[src/rtl/gpio_pulse_monitor_if.sv]
// ---------------------------------------------------------------------------
// gpio_pulse_monitor_if
//
// Bundles the control, monitored bus and event report signals of
// gpio_pulse_monitor. Clock and reset stay plain module ports.
//
//   start          : one-cycle arm request            (master -> slave)
//   abort          : synchronous return to idle       (master -> slave)
//   bus_in         : monitored GPIO/LED bus           (master -> slave)
//   event_valid    : one-cycle pulse per counted change
//   event_data     : bus value after the change
//   event_index    : 1-based ordinal of the change
//   event_interval : cycles since previous counted change (saturating)
//   busy           : monitor armed / counting
//   pass           : sticky, target number of changes seen
//   fail           : sticky, activity timeout
//
// master : the side that drives the bus and controls the monitor
// slave  : the monitor itself
// ---------------------------------------------------------------------------
interface gpio_pulse_monitor_if #(
   parameter int WIDTH = 8,
   parameter int CNT_W = 16,
   parameter int IVL_W = 32
);
   logic             start;
   logic             abort;
   logic [WIDTH-1:0] bus_in;
   logic             event_valid;
   logic [WIDTH-1:0] event_data;
   logic [CNT_W-1:0] event_index;
   logic [IVL_W-1:0] event_interval;
   logic             busy;
   logic             pass;
   logic             fail;

   modport master (
      output start, abort, bus_in,
      input  event_valid, event_data, event_index, event_interval,
      input  busy, pass, fail
   );

   modport slave (
      input  start, abort, bus_in,
      output event_valid, event_data, event_index, event_interval,
      output busy, pass, fail
   );
endinterface

[src/rtl/gpio_pulse_monitor.sv]
// ---------------------------------------------------------------------------
// gpio_pulse_monitor
//
// Counts value changes on a WIDTH-bit GPIO/LED bus after an arm request and
// reports each counted change with its ordinal and the number of cycles since
// the previous counted change. Declares pass after TARGET changes, or fail if
// the bus stays quiet for TIMEOUT_CYCLES cycles (0 disables the timeout).
//
// Ports:
//   clk  : system clock, rising edge
//   rst  : asynchronous reset, active low
//   mon  : gpio_pulse_monitor_if.slave
//          start/abort/bus_in in; event_valid/event_data/event_index/
//          event_interval/busy/pass/fail out (all registered)
//
// Parameters:
//   WIDTH          monitored bus width (1..32)
//   TARGET         counted changes required for pass
//   CNT_W          width of change counter / event_index
//   TIMEOUT_CYCLES max quiet cycles before fail, 0 = never fail
//   SYNC_STAGES    input synchroniser depth, 0 = bus used directly
//   SKIP_FIRST     1 = first change after arm only re-baselines
//   IVL_W          width of event_interval
// ---------------------------------------------------------------------------
module gpio_pulse_monitor #(
   parameter int WIDTH          = 8,
   parameter int TARGET         = 10,
   parameter int CNT_W          = 16,
   parameter int TIMEOUT_CYCLES = 100000,
   parameter int SYNC_STAGES    = 2,
   parameter int SKIP_FIRST     = 1,
   parameter int IVL_W          = 32
) (
   input  logic                 clk,
   input  logic                 rst,
   gpio_pulse_monitor_if.slave  mon
);

   // Timer only needs to reach TIMEOUT_CYCLES, where it parks.
   localparam int TMR_W = (TIMEOUT_CYCLES < 2) ? 1 : $clog2(TIMEOUT_CYCLES + 1);
   localparam logic [TMR_W-1:0] TMR_MAX    = TMR_W'(TIMEOUT_CYCLES);
   localparam logic             TMO_EN     = (TIMEOUT_CYCLES != 0);
   localparam logic [CNT_W-1:0] CNT_TARGET = CNT_W'(TARGET);

   typedef enum logic [2:0] {
      IDLE  = 3'd0,
      ARM   = 3'd1,
      COUNT = 3'd2,
      DONE  = 3'd3,
      FAIL  = 3'd4
   } state_t;

   // Armed state depends on whether the first change is a re-baseline.
   localparam state_t ARM_STATE = (SKIP_FIRST != 0) ? ARM : COUNT;

   state_t           state;
   logic [WIDTH-1:0] s;
   logic [WIDTH-1:0] prev;
   logic [CNT_W-1:0] count;
   logic [TMR_W-1:0] timer;
   logic [IVL_W-1:0] interval;

   logic             ev_valid_p0;
   logic [WIDTH-1:0] ev_data_p0;
   logic [CNT_W-1:0] ev_index_p0;
   logic [IVL_W-1:0] ev_ivl_p0;
   logic             busy_p0;
   logic             pass_p0;
   logic             fail_p0;

   logic             active;
   logic             change;
   logic             timeout;
   logic [CNT_W-1:0] count_inc;

   // ------------------------------------------------------------------
   // Saturating increments
   // ------------------------------------------------------------------
   function automatic logic [IVL_W-1:0] ivl_sat_inc(input logic [IVL_W-1:0] v);
      return (&v) ? v : v + IVL_W'(1);
   endfunction

   function automatic logic [TMR_W-1:0] tmr_sat_inc(input logic [TMR_W-1:0] v);
      return (v >= TMR_MAX) ? TMR_MAX : v + TMR_W'(1);
   endfunction

   // ------------------------------------------------------------------
   // Input synchroniser stages: bus_in -> s
   // ------------------------------------------------------------------
   generate
      if (SYNC_STAGES == 0) begin : g_nosync
         assign s = mon.bus_in;
      end else begin : g_sync
         logic [WIDTH-1:0] sync_p [SYNC_STAGES];

         always_ff @(posedge clk or negedge rst) begin
            if (!rst) begin
               for (int i = 0; i < SYNC_STAGES; i++) begin
                  sync_p[i] <= '0;
               end
            end else begin
               sync_p[0] <= mon.bus_in;
               for (int i = 1; i < SYNC_STAGES; i++) begin
                  sync_p[i] <= sync_p[i-1];
               end
            end
         end

         assign s = sync_p[SYNC_STAGES-1];
      end
   endgenerate

   // A change wins over a coincident timeout, so timeout is masked by it.
   assign active    = (state == ARM) || (state == COUNT);
   assign change    = active && (s != prev);
   assign timeout   = TMO_EN && active && !change && (timer == TMR_MAX);
   assign count_inc = count + CNT_W'(1);

   // ------------------------------------------------------------------
   // Control FSM, counters and registered event/flag outputs
   // ------------------------------------------------------------------
   always_ff @(posedge clk or negedge rst) begin
      if (!rst) begin
         state       <= IDLE;
         prev        <= '0;
         count       <= '0;
         timer       <= '0;
         interval    <= '0;
         ev_valid_p0 <= 1'b0;
         ev_data_p0  <= '0;
         ev_index_p0 <= '0;
         ev_ivl_p0   <= '0;
         busy_p0     <= 1'b0;
         pass_p0     <= 1'b0;
         fail_p0     <= 1'b0;
      end else begin
         // prev follows s unconditionally so arming always baselines
         // against the current bus value.
         prev        <= s;
         ev_valid_p0 <= 1'b0;

         if (mon.abort) begin
            state       <= IDLE;
            count       <= '0;
            timer       <= '0;
            interval    <= '0;
            ev_data_p0  <= '0;
            ev_index_p0 <= '0;
            ev_ivl_p0   <= '0;
            busy_p0     <= 1'b0;
            pass_p0     <= 1'b0;
            fail_p0     <= 1'b0;
         end else begin
            case (state)
               IDLE, DONE, FAIL: begin
                  if (mon.start) begin
                     state    <= ARM_STATE;
                     count    <= '0;
                     timer    <= '0;
                     interval <= '0;
                     busy_p0  <= 1'b1;
                     pass_p0  <= 1'b0;
                     fail_p0  <= 1'b0;
                  end
               end

               ARM: begin
                  if (change) begin
                     // Re-baseline only: interval measured from here.
                     state    <= COUNT;
                     timer    <= '0;
                     interval <= '0;
                  end else if (timeout) begin
                     state   <= FAIL;
                     busy_p0 <= 1'b0;
                     fail_p0 <= 1'b1;
                  end else begin
                     timer    <= tmr_sat_inc(timer);
                     interval <= ivl_sat_inc(interval);
                  end
               end

               COUNT: begin
                  if (change) begin
                     ev_valid_p0 <= 1'b1;
                     ev_data_p0  <= s;
                     ev_index_p0 <= count_inc;
                     ev_ivl_p0   <= ivl_sat_inc(interval);
                     count       <= count_inc;
                     timer       <= '0;
                     interval    <= '0;
                     if (count_inc == CNT_TARGET) begin
                        state   <= DONE;
                        busy_p0 <= 1'b0;
                        pass_p0 <= 1'b1;
                     end
                  end else if (timeout) begin
                     state   <= FAIL;
                     busy_p0 <= 1'b0;
                     fail_p0 <= 1'b1;
                  end else begin
                     timer    <= tmr_sat_inc(timer);
                     interval <= ivl_sat_inc(interval);
                  end
               end

               default: begin
                  state   <= IDLE;
                  busy_p0 <= 1'b0;
               end
            endcase
         end
      end
   end

   assign mon.event_valid    = ev_valid_p0;
   assign mon.event_data     = ev_data_p0;
   assign mon.event_index    = ev_index_p0;
   assign mon.event_interval = ev_ivl_p0;
   assign mon.busy           = busy_p0;
   assign mon.pass           = pass_p0;
   assign mon.fail           = fail_p0;

endmodule

[src/flat_wrapper.sv]
// flat-port wrapper written by rule: the top's interface ports become plain ports
module gpio_pulse_monitor_flat 
#(
   parameter int WIDTH          = 8,
   parameter int TARGET         = 10,
   parameter int CNT_W          = 16,
   parameter int TIMEOUT_CYCLES = 100000,
   parameter int SYNC_STAGES    = 2,
   parameter int SKIP_FIRST     = 1,
   parameter int IVL_W          = 32
)
  (clk, rst, mon_start, mon_abort, mon_bus_in, mon_event_valid, mon_event_data, mon_event_index, mon_event_interval, mon_busy, mon_pass, mon_fail);
  gpio_pulse_monitor_if #(.WIDTH(WIDTH), .CNT_W(CNT_W), .IVL_W(IVL_W)) mon_i ();
  input  logic clk;
  input  logic rst;
  input wire logic [$bits(mon_i.start)-1:0] mon_start;
  input wire logic [$bits(mon_i.abort)-1:0] mon_abort;
  input wire logic [$bits(mon_i.bus_in)-1:0] mon_bus_in;
  output wire logic [$bits(mon_i.event_valid)-1:0] mon_event_valid;
  output wire logic [$bits(mon_i.event_data)-1:0] mon_event_data;
  output wire logic [$bits(mon_i.event_index)-1:0] mon_event_index;
  output wire logic [$bits(mon_i.event_interval)-1:0] mon_event_interval;
  output wire logic [$bits(mon_i.busy)-1:0] mon_busy;
  output wire logic [$bits(mon_i.pass)-1:0] mon_pass;
  output wire logic [$bits(mon_i.fail)-1:0] mon_fail;
  assign mon_i.start = mon_start;
  assign mon_i.abort = mon_abort;
  assign mon_i.bus_in = mon_bus_in;
  assign mon_event_valid = mon_i.event_valid;
  assign mon_event_data = mon_i.event_data;
  assign mon_event_index = mon_i.event_index;
  assign mon_event_interval = mon_i.event_interval;
  assign mon_busy = mon_i.busy;
  assign mon_pass = mon_i.pass;
  assign mon_fail = mon_i.fail;
  gpio_pulse_monitor #(.WIDTH(WIDTH), .TARGET(TARGET), .CNT_W(CNT_W), .TIMEOUT_CYCLES(TIMEOUT_CYCLES), .SYNC_STAGES(SYNC_STAGES), .SKIP_FIRST(SKIP_FIRST), .IVL_W(IVL_W)) u_core (.clk(clk), .rst(rst), .mon(mon_i));
endmodule
[config.mk]
export PLATFORM = sky130hd
export DESIGN_NAME = gpio_pulse_monitor_flat
export DESIGN_NICKNAME = d
export VERILOG_FILES = /design/src/rtl/gpio_pulse_monitor_if.sv /design/src/rtl/gpio_pulse_monitor.sv /design/src/flat_wrapper.sv
export SDC_FILE = /design/constraint.sdc
export NUM_CORES = 1
export LEC_CHECK = 0
export ABC_AREA = 1
export BUFFER_PORTS_ARGS = -buffer_cell sky130_fd_sc_hd__buf_2
export CAP_MARGIN = 10
export CORE_ASPECT_RATIO = 1.4
export CORE_UTILIZATION = 45
export CTS_CLUSTER_SIZE = 10
export DETAILED_ROUTE_END_ITERATION = 10
export PLACE_DENSITY = 0.7
export SYNTH_ARGS = -nofsm -noshare
export SYNTH_HDL_FRONTEND = slang
export SYNTH_SLANG_ARGS = --single-unit
[constraint.sdc]
create_clock -name clk -period 3.24 [get_ports clk]
set_clock_uncertainty 0.05 [all_clocks]
set_input_delay 0.648 -clock clk [delete_from_list [all_inputs] [get_ports clk]]
set_output_delay 0.648 -clock clk [all_outputs]
set_load 0.02 [all_outputs]
==> results.yml <==
run:
  drv_cap: 0
final_layout:
  antenna_cells: 0
  area_growth_pct: 14.9
  nFillCells: 1562
  seqCellArea_um2: 3800
  multi_input_comb_area_um2: 3290
  final_layout_size_suffix_gt1_frac: 0.165
  fin_area_um2: 8830
  final_cell_mix: "nand2_1 (258), dfrtp_1 (152), inv_1 (101), nor2_1 (77), buf_2 (70)"
  final_common_cell: "nand2_1"
  nets: 1027
route:
  vias: 6430
  viasPerCell: 5.24
  drt_first_pass_iters: 5
  drc: 0
  wl_per_cell_um: 14.7
  ant_nets: 0
  drt_iter0_drc: 345
  wirelength_um: 18000
logic_synthesis:
  syn_area_um2: 7680
  synthDistinctLibCells: 44
  syn_avg_cell_area_um2: 8.20
  yosysWarnings: 0
  synthCells: 937
  synth_xor_area_frac: 0.0342
  synthMuxAreaShare: 0
  synth.net_count: 954
  synthSimpleGateAreaFrac: 0.284
  synth_compound_area_frac: 0.102
  ys_ff_latch: 152
  ys_seq_area_frac: 0.495
  synth-adder-area-share: 0.00815
  synth_top_family_by_area: "simple AND/OR/NAND/NOR gates"
global_route:
  grtUsageMet3: 0.0387
  grt_pass1_wl_um: 30900
  gr-max-usage-layer: "met2"
  grt_use_total: 0.225
  grt_max_degree: 90
  grt_use_met2: 0.390
  overflow: 0
  grt_pass1_vias: 6520
  met1_usage: 0.260
  antenna_found_initial: 0
clock_network:
  ctsResizeCount: 0
  clk_pin_slew_ns: 0.07
  cts_tree: "done"
  cts.sinks: 152
  post_cts_buffers: 0
  cts_buffers: 17
  insertion_delay_ns: 0.43
  clock_path_buffers: 2
  h-tree-depth: 4
  cts-hold-fix-buffers: 0
  clockRootBuffer: "clkbuf_16"
sta:
  worstMarginPinSlew_ns: 1.11
  period_share: 0.713
  setup_tns_ns: 0
  period_needed_ns: 2.31
  report.final.slew_viol_count: 0
  hold_viol: 0
  finalSetupViolCount: 0
  rsz0062_at_grt: "false"
  max_freq_mhz: 433
  relSlewSlack: 0.258
power:
  power.internal_uw: 3250
  p_sw_uw: 1310
  combinationalPowerShare: 0.106
  share_seq_of_total_power: 0.437
  vdd.ir_drop.worst_uv: 338
  finalPower_uw: 4560
  power.leakage_uw: 0.00422
  power_density_nw_per_um2: 516
  pwr-share-clk: 0.456
  swShare: 0.287
floorplan:
  die_h_um: 157
  die-area_um2: 17600
  die_w_um: 112
  rows: 56
  start_util: 0.459
  io_pins: 72
  coreArea_um2: 16700
setup_path:
  endpoint_kind: "flop"
  worstPathRequired_ns: 3.45
  startpoint_type: "flop"
  critPathKind: "reg2reg"
  worstPathArrival_ns: 2.52
  crit_fanout: 40
placed_design:
  gp_congestion: 0.918
  post_dp_cell_area_um2: 8200
  io_buffers: 71
  dp.final_hpwl_um: 12900
hold_path:
  hold_class: "in2async"
status:
  outcome: "complete, no violations"
[area by class of cell]
class                      count  share of cell area
inverter                     112              0.0482
multi-input combinational    649               0.373
timing repair buffer          78              0.0483
clock buffer                  17              0.0482
clock inverter                15              0.0225
tap                          203              0.0288
sequential                   152               0.431
[worst paths after layout]
kind                                     startpoint                       endpoint  slack (ns)  cells past startpoint
setup / recovery                        u_core.s[3]  u_core.mon.event_interval[24]        0.93                      9
hold / removal                                  rst               u_core.timer[11]        0.24                      1
setup reg to reg                        u_core.s[3]  u_core.mon.event_interval[24]        0.93                      9
hold reg to reg            u_core.g_sync.sync_p[15]                    u_core.s[7]        0.30                      0
max in group asynchronous                       rst            u_core.interval[31]        2.12                      2
min in group clk                      mon_bus_in[4]       u_core.g_sync.sync_p[12]        0.26                      1
[flip-flops by register name (all words and copies together) (netlist names)]
signal and flops:
u_core.state 3, u_core.mon.event_interval 32, u_core.mon.pass 1, u_core.prev 8
u_core.interval 32, u_core.mon.event_valid 1, u_core.mon.busy 1, u_core.timer 17
u_core.mon.event_data 8, u_core.mon.event_index 16, u_core.mon.fail 1, u_core.count 16
u_core.g_sync.sync_p 8, u_core.s 8
[synthesized netlist by cell type (all sizes together)]
| cell | count | area (um2) |
|---|---|---|
| nand2 | 268 | 1060 |
| dfrtp | 152 | 3800 |
| inv | 112 | 425 |
| o21ai | 100 | 519 |
| nor2 | 87 | 372 |
| nand3 | 52 | 285 |
| nor3 | 31 | 193 |
| nand4 | 26 | 163 |
| xor2 | 23 | 201 |
| buf | 19 | 139 |
| a21oi | 13 | 68.8 |
| o22ai | 13 | 131 |
| xnor2 | 7 | 61.3 |
| clkbuf | 5 | 18.8 |
| ha | 5 | 62.6 |
| nor3b | 5 | 42.5 |
| or2 | 3 | 18.8 |
| a22o | 2 | 17.5 |
| a31oi | 2 | 12.5 |
| and2 | 2 | 12.5 |
| and3 | 2 | 12.5 |
| nor4 | 2 | 18.8 |
| o21a | 2 | 15.0 |
| a21boi | 1 | 7.51 |
| a21o | 1 | 7.51 |
| nand3b | 1 | 7.51 |
| o211ai | 1 | 7.51 |
[critical path, stage by stage, from the launching register on]
cell     delay [ns]
dfrtp_1        0.38
inv_1          0.06
nand2_1        0.05
nand2_1        0.05
nor2_1         0.16
nand2_1        0.12
nor2_4         0.19
nor2_4         0.04
inv_1          0.80
o21ai_0        0.23
[power groups by stage]
stage / registers, uW / logic (uW) / clock network, uW
4_1_cts: 1990 / 488 / 2120
5_1_grt: 2000 / 547 / 2190
6_report: 1990 / 484 / 2080
2_1_floorplan: 2050 / 304 / 0
3_5_place_dp: 2030 / 487 / 0
3_3_place_gp: 2030 / 483 / 0
[through the flow]
| step | instances | setup slack [ns] | hold WS (ns) | util |
|---|---|---|---|---|
| 6_report | 1226 | 0.928 | 0.244 | 0.527 |
| 5_1_grt | 1226 | 0.491 | 0.242 | 0.527 |
| 4_1_cts | 1226 | 0.835 | 0.249 | 0.527 |
| 3_5_place_dp | 1194 | 0.830 | 0.286 | 0.490 |
| 3_3_place_gp | 1194 | 0.868 | 0.282 | 0.490 |
| 2_1_floorplan | 937 | 1.36 | 0.281 | - |
[logic make-up (layout without fill, tap and decap cells)]
logic type,count (synthesis),in the layout
compound gates,135,135
xor+xnor,30,30
flops,152,152
simple gates,479,479
fa+ha+maj,5,5
buf+inv,136,222
[layer usage]
layer	vias to the layer above	wire length, um
met2	173	9130
met5	-	0
met4	0	693
li1	3181	-
met1	3029	7450
met3	47	725
(Power assumes the default switching activity.)
